--- src/rtl/baud_gen_pkg.sv ---
// Shared constants for the multi-channel baud generator: register map and defaults.
// Optional fractional divider is enabled by defining BAUD_GEN_FRAC_EN.
package baud_gen_pkg;

    localparam logic [1:0] ADDR_CTRL  = 2'b00;
    localparam logic [1:0] ADDR_FRAC  = 2'b01;
    localparam logic [1:0] ADDR_DIVLO = 2'b10;
    localparam logic [1:0] ADDR_DIVHI = 2'b11;

    localparam int unsigned DEF_DIV_W = 16;
    localparam int unsigned DEF_OSR   = 16;

endpackage

--- src/rtl/baud_gen_ch.sv ---
// Single baud channel: divisor, down-counter, oversample phase and optional fraction.
// Define BAUD_GEN_FRAC_EN to add the 4-bit fractional accumulator (mean period D+F/16).
module baud_gen_ch
    import baud_gen_pkg::*;
#(
    parameter int unsigned DIV_W   = DEF_DIV_W,
    parameter int unsigned OSR     = DEF_OSR,
    parameter logic [15:0] RST_DIV = 16'd325
) (
    input  logic             clk,
    input  logic             rst,
    input  logic             wr,
    input  logic [1:0]       ioaddr,
    input  logic [7:0]       wdata,
    output logic             sample_tick,
    output logic             bit_tick
);

    localparam int unsigned PH_W = $clog2(OSR);

    logic             en;
    logic [7:0]       div_lo;
    logic [DIV_W-1:0] div;
    logic [DIV_W-1:0] cnt;
    logic [PH_W-1:0]  phase;

    logic [DIV_W-1:0] new_div;
    logic [DIV_W-1:0] div_eff;
    logic [DIV_W-1:0] new_eff;
    logic [DIV_W-1:0] tick_load;
    logic             wr_ctrl;
    logic             wr_lo;
    logic             wr_hi;
    logic             restart;

`ifdef BAUD_GEN_FRAC_EN
    logic [3:0] frac_stage;
    logic [3:0] frac_act;
    logic [3:0] acc;
    logic [4:0] acc_sum;
    logic       wr_frac;
`endif

    // Write decode, effective divisors (0/1 collapse to 1) and post-tick reload value
    always_comb begin
        wr_ctrl   = wr && (ioaddr == ADDR_CTRL);
        wr_lo     = wr && (ioaddr == ADDR_DIVLO);
        wr_hi     = wr && (ioaddr == ADDR_DIVHI);
        restart   = wr_ctrl && wdata[1];
        new_div   = DIV_W'({wdata, div_lo});
        div_eff   = (div[DIV_W-1:1] != '0) ? div : DIV_W'(1);
        new_eff   = (new_div[DIV_W-1:1] != '0) ? new_div : DIV_W'(1);
`ifdef BAUD_GEN_FRAC_EN
        wr_frac   = wr && (ioaddr == ADDR_FRAC);
        acc_sum   = {1'b0, acc} + {1'b0, frac_act};
        tick_load = acc_sum[4] ? div_eff : (div_eff - DIV_W'(1));
`else
        tick_load = div_eff - DIV_W'(1);
`endif
    end

    // Register writes, counter/phase sequencing and registered tick outputs
    always_ff @(posedge clk) begin
        if (rst) begin
            en          <= 1'b0;
            div_lo      <= 8'd0;
            div         <= DIV_W'(RST_DIV);
            cnt         <= '0;
            phase       <= '0;
            sample_tick <= 1'b0;
            bit_tick    <= 1'b0;
`ifdef BAUD_GEN_FRAC_EN
            frac_stage  <= 4'd0;
            frac_act    <= 4'd0;
            acc         <= 4'd0;
`endif
        end else begin
            sample_tick <= 1'b0;
            bit_tick    <= 1'b0;
            if (wr_ctrl) en     <= wdata[0];
            if (wr_lo)   div_lo <= wdata;
            if (wr_hi)   div    <= new_div;
`ifdef BAUD_GEN_FRAC_EN
            if (wr_frac) frac_stage <= wdata[3:0];
            if (wr_hi)   frac_act   <= frac_stage;
`endif
            // Writes take priority over a terminal count so no tick escapes a reload
            if (wr_hi) begin
                cnt <= new_eff - DIV_W'(1);
`ifdef BAUD_GEN_FRAC_EN
                acc <= frac_stage;
`endif
            end else if (restart || !en) begin
                cnt   <= div_eff - DIV_W'(1);
                phase <= '0;
`ifdef BAUD_GEN_FRAC_EN
                acc   <= frac_act;
`endif
            end else if (cnt == '0) begin
                sample_tick <= 1'b1;
                cnt         <= tick_load;
`ifdef BAUD_GEN_FRAC_EN
                acc         <= acc_sum[3:0];
`endif
                if (phase == PH_W'(OSR - 1)) begin
                    bit_tick <= 1'b1;
                    phase    <= '0;
                end else begin
                    phase <= phase + PH_W'(1);
                end
            end else begin
                cnt <= cnt - DIV_W'(1);
            end
        end
    end

endmodule

--- src/rtl/baud_gen_mc.sv ---
// Multi-channel baud generator top: decodes register writes and fans out to channels.
// Define BAUD_GEN_FRAC_EN to enable the per-channel fractional divider (FRAC register).
module baud_gen_mc
    import baud_gen_pkg::*;
#(
    parameter int unsigned NUM_CH  = 2,
    parameter int unsigned DIV_W   = DEF_DIV_W,
    parameter int unsigned OSR     = DEF_OSR,
    parameter logic [15:0] RST_DIV = 16'd325
) (
    input  logic                                        clk,
    input  logic                                        rst,
    input  logic                                        iocs,
    input  logic                                        iowr,
    input  logic [1:0]                                  ioaddr,
    input  logic [((NUM_CH > 1) ? $clog2(NUM_CH) : 1)-1:0] ch_sel,
    input  logic [7:0]                                  wdata,
    output logic [NUM_CH-1:0]                           sample_tick,
    output logic [NUM_CH-1:0]                           bit_tick
);

    localparam int unsigned SEL_W = (NUM_CH > 1) ? $clog2(NUM_CH) : 1;

    logic wr_ok;

    // A write is valid only when selected, strobed and aimed at an existing channel
    always_comb begin
        wr_ok = iocs && iowr && (32'(ch_sel) < NUM_CH);
    end

    for (genvar i = 0; i < NUM_CH; i++) begin : g_ch
        logic ch_wr;

        // Route the write to this channel only
        always_comb begin
            ch_wr = wr_ok && (ch_sel == SEL_W'(i));
        end

        baud_gen_ch #(
            .DIV_W   (DIV_W),
            .OSR     (OSR),
            .RST_DIV (RST_DIV)
        ) u_ch (
            .clk         (clk),
            .rst         (rst),
            .wr          (ch_wr),
            .ioaddr      (ioaddr),
            .wdata       (wdata),
            .sample_tick (sample_tick[i]),
            .bit_tick    (bit_tick[i])
        );
    end

endmodule

--- config.mk ---
export PLATFORM = sky130hd
export DESIGN_NAME = baud_gen_mc
export DESIGN_NICKNAME = d
export VERILOG_FILES = /design/src/rtl/baud_gen_pkg.sv /design/src/rtl/baud_gen_ch.sv /design/src/rtl/baud_gen_mc.sv
export SDC_FILE = /design/constraint.sdc
export NUM_CORES = 1
export LEC_CHECK = 0
export ABC_AREA = 0
export ABC_CLOCK_PERIOD_IN_PS = 3800
export CAP_MARGIN = 0
export CORE_MARGIN = 2
export CORE_UTILIZATION = 62
export DETAILED_ROUTE_END_ITERATION = 10
export GPL_TIMING_DRIVEN = 1
export PLACE_DENSITY = 0.78
export SYNTH_ARGS = -nofsm -noshare
export SYNTH_HDL_FRONTEND = slang
export SYNTH_SLANG_ARGS = --single-unit
--- constraint.sdc ---
create_clock -name clk -period 3.8 [get_ports clk]
set_clock_uncertainty 0.05 [all_clocks]
set_input_delay 0.57 -clock clk [delete_from_list [all_inputs] [get_ports clk]]
set_output_delay 0.57 -clock clk [all_outputs]
set_load 0.005 [all_outputs]
==> results.py <==
metrics = {
    "status": {
        "outcome": "complete, no violations",
    },
    "clock_tree": {
        "clkLatencyLatePin_ps": 370,
        "ctsLongestPathBuffers": 2,
        "cts_sinks": 94,
        "clock_slew_at_reported_path_ffs_ps": 90,
        "tritoncts.num_buffers": 9,
        "post_cts_resize_count": 0,
        "root_buffer": "sky130_fd_sc_hd__clkbuf_8",
        "cts.repair_timing.setup_buffer_count": 0,
        "htree_num_levels": 3,
        "hold_buffers": 0,
        "cts_tree": "done",
    },
    "placement": {
        "place_congestion": 0.9345,
        "placement.io_buffers": 18,
        "place_ws_ps": 199.9,
        "postPlaceCellArea_um2": 5837,
        "place_inst": 810,
        "detailedPlacementHpwl_mm": 10.81,
    },
    "synth": {
        "yosysTopAreaCell": "sky130_fd_sc_hd__dfxtp_1",
        "synth_simple_gate_area_frac": 0.3091,
        "yosys.area.top_type_share": 0.3368,
        "largest_family_of_logic_cells_by_synthesized_area": "simple AND/OR/NAND/NOR gates",
        "yosys.area_share.xor_xnor": 0.08779,
        "post_synth_instance_area_um2": 5587,
        "edff_count_synth": 0,
        "avgSynthCellArea_um2": 7.857,
        "synth.mux.area_fraction": 0.04188,
        "synth_most_common_cell": "sky130_fd_sc_hd__nand2_1",
        "synth_sequential_area_ratio": 0.3368,
        "synth_top_area_cells": "sky130_fd_sc_hd__dfxtp_1 (34%), sky130_fd_sc_hd__nand2_1 (7.2%), sky130_fd_sc_hd__xnor2_1 (5.2%)",
        "synth_compound_gate_area_share": 0.1568,
        "synth-seq-cells": 94,
        "synthTopCellsByCount": "sky130_fd_sc_hd__nand2_1 (107), sky130_fd_sc_hd__dfxtp_1 (94), sky130_fd_sc_hd__nor2_1 (66), sky130_fd_sc_hd__a21oi_1 (46)",
        "dominantRegCellSynth": "sky130_fd_sc_hd__dfxtp_1",
        "syn_nets": 738,
        "synth_cells": 711,
        "yosys.area_share.adder": 0.02688,
        "synth_async_sr_flop_share": 0,
        "netlist-cell-type-count": 66,
        "ys.warnings.count": 0,
    },
    "drt": {
        "post_drt_wl_per_cell_um": 18.30,
        "detail_route.iter0.violations": 531,
        "vias": 5396,
        "route.detailed.vias_per_inst": 6.533,
        "residual_drc_count": 0,
        "drt.antenna.violating_nets": 0,
        "detailedRoute.firstPassIterationCount": 5,
        "detail_route.wirelength_mm": 15.12,
    },
    "die": {
        "dieArea_um2": 9786,
        "die-height_um": 98.93,
        "num_io_pins": 19,
        "core_area_um2": 8721,
        "die_width_um": 98.93,
        "initial_core_util": 0.6406,
        "num_rows": 34,
    },
    "min_path": {
        "hp-class": "flop to flop",
        "timing.hold.worst.start": "g_ch[0].u_ch.en$_SDFFE_PP0P_",
        "worstHoldEndpoint": "g_ch[0].u_ch.en$_SDFFE_PP0P_",
        "holdPathStages": 2,
    },
    "cells_and_area": {
        "finalCoreUtilization": 0.6924,
        "final_layout_size_suffix_gt1_frac": 0.07660,
        "stdcell_area_um2": 6038,
        "antennaDiodeCount": 0,
        "synthToLayoutAreaGrowth_pct": 8.085,
        "final_std_cells_w_o_fill": 826,
        "finalNetCount": 740,
    },
    "power": {
        "comb_power_share": 0.129,
        "switching_share": 0.2678,
        "power.ir.vdd_worst_v": 0.0002659,
        "cell_internal_pwr_mw": 1.444,
        "seqPwrFrac": 0.518,
        "switching_power_mw": 0.5283,
        "final_power_mw": 1.973,
        "power_density_nw_per_um2": 326.7,
        "power.leakage_nw": 2.159,
        "clock_network_fraction_of_total_power": 0.353,
    },
    "global_routing": {
        "maximum_number_of_pins_on_one_net_before_global_route_repair": 39,
        "globalRouteTotalUtil": 0.3118,
        "grt_overflow": 0,
        "grt_first_pass_wirelength_mm": 24.47,
        "grt_antenna_before_repair": 0,
        "number_of_global_route_vias_before_repair": 4943,
    },
    "setup_path": {
        "worst_r2r_startpoint": "g_ch[0].u_ch.div[11]$_SDFFE_PP0P_",
        "worst_setup_path_end_kind": "flop",
        "cp_max_fo": 5,
        "critical_path.startpoint_type": "input port",
        "ff2ff_setup_slack_ps": 530,
        "critPathRequiredTime_ps": 3970,
        "arrival_time_at_the_worst_endpoint_ps": 3460,
        "worst-setup-path-type": "input port to flop",
        "r2r_cells": 9,
        "worst_r2r_endpoint": "g_ch[0].u_ch.cnt[8]$_SDFF_PP0_",
    },
    "sta": {
        "post-route-period-util": 0.8648,
        "slew_headroom": 0.3852,
        "finalSetupViolations": 0,
        "worst-slew-pin-transition_ps": 917.2,
        "fin_ws_ps": 513.6,
        "final_hold_viol_count": 0,
        "max_clock_freq_ghz": 0.3043,
        "timing.final.crit_period_ps": 3286,
        "final-max-slew-violation-count": 0,
        "grt_setup_unrepaired": "no",
        "worst_hold_slack_after_final_layout_ps": 434.6,
        "setup-tns-final_ps": 0,
    },
    "flow_run": {
        "max_cap_violations": 0,
    },
}
## cells by family after synthesis
logic type      count (synthesis)
fa+ha+maj                      12
compound gates                130
buf+inv                        55
xor+xnor                       56
simple gates                  341
flops                          94
mux                            23
## power by group through the flow
| stage | sequential, mW | combinational [mW] | clock [mW] |
|---|---|---|---|
| final | 1.02 | 0.254 | 0.696 |
| after global routing | 1.03 | 0.276 | 0.739 |
| after CTS | 1.02 | 0.248 | 0.702 |
| after detailed placement | 1.04 | 0.246 | 0 |
| after global placement | 1.04 | 0.242 | 0 |
| after floorplan | 1.04 | 0.180 | 0 |
## how the worst max path moves through the flow
stage	start	end	slack, ps
after floorplan	wdata[6]	g_ch[1].u_ch.cnt[14]$_SDFF_PP0_	750
after global placement	wdata[5]	g_ch[1].u_ch.cnt[14]$_SDFF_PP0_	350
after detailed placement	wdata[5]	g_ch[1].u_ch.cnt[14]$_SDFF_PP0_	200
after CTS	wdata[5]	g_ch[1].u_ch.cnt[12]$_SDFF_PP0_	550
after global routing	g_ch[0].u_ch.div[11]$_SDFFE_PP0P_	g_ch[0].u_ch.cnt[8]$_SDFF_PP0_	310
final	wdata[5]	g_ch[1].u_ch.cnt[12]$_SDFF_PP0_	510
## registers in the layout, summed over array words and instances, names as in the netlist
name and count:
g_ch.u_ch.en 2, g_ch.u_ch.bit_tick 2, g_ch.u_ch.cnt 32, g_ch.u_ch.sample_tick 2, g_ch.u_ch.div_lo 16, g_ch.u_ch.phase 8
g_ch.u_ch.div 32
## layout make-up
cell class	count	area (um2)
well taps	108	135.1
inverters	12	45.04
clock inverters	3	42.54
repair buffers	34	295.3
fillers	716	2683
multi-input cells	562	3480
clock buffers	13	158.9
flip-flops and latches	94	1882
## per-layer routing
| metal | wire length (um) | track usage |
|---|---|---|
| met3 | 1510 | 0.06170 |
| met5 | 0 | 0 |
| met2 | 6577 | 0.4532 |
| met1 | 6747 | 0.4591 |
| met4 | 282 | 0.1117 |
## cell usage in the layout, fill, tap and decap left out, types with 16 or more instances in the layout
cell,count
sky130_fd_sc_hd__dfxtp_1,94
sky130_fd_sc_hd__buf_4,16
sky130_fd_sc_hd__or3_1,19
sky130_fd_sc_hd__nor2_1,65
sky130_fd_sc_hd__xnor2_1,33
sky130_fd_sc_hd__nor3_1,33
sky130_fd_sc_hd__nand3_1,28
sky130_fd_sc_hd__nor4_1,22
sky130_fd_sc_hd__a21oi_1,46
sky130_fd_sc_hd__xor2_1,23
sky130_fd_sc_hd__nand2_1,107
sky130_fd_sc_hd__mux2i_1,20
sky130_fd_sc_hd__clkdlybuf4s50_1,17
## critical path, cell delays in order
cell and delay, ps:
sky130_fd_sc_hd__clkdlybuf4s50_1 470, sky130_fd_sc_hd__or4_1 600, sky130_fd_sc_hd__nor4_1 510, sky130_fd_sc_hd__a21oi_1 170, sky130_fd_sc_hd__ha_1 240, sky130_fd_sc_hd__nand2b_1 170
sky130_fd_sc_hd__nor4_1 90, sky130_fd_sc_hd__xor2_1 140, sky130_fd_sc_hd__nor2_1 50, sky130_fd_sc_hd__a2111oi_0 440
(Power assumes the default switching activity.)
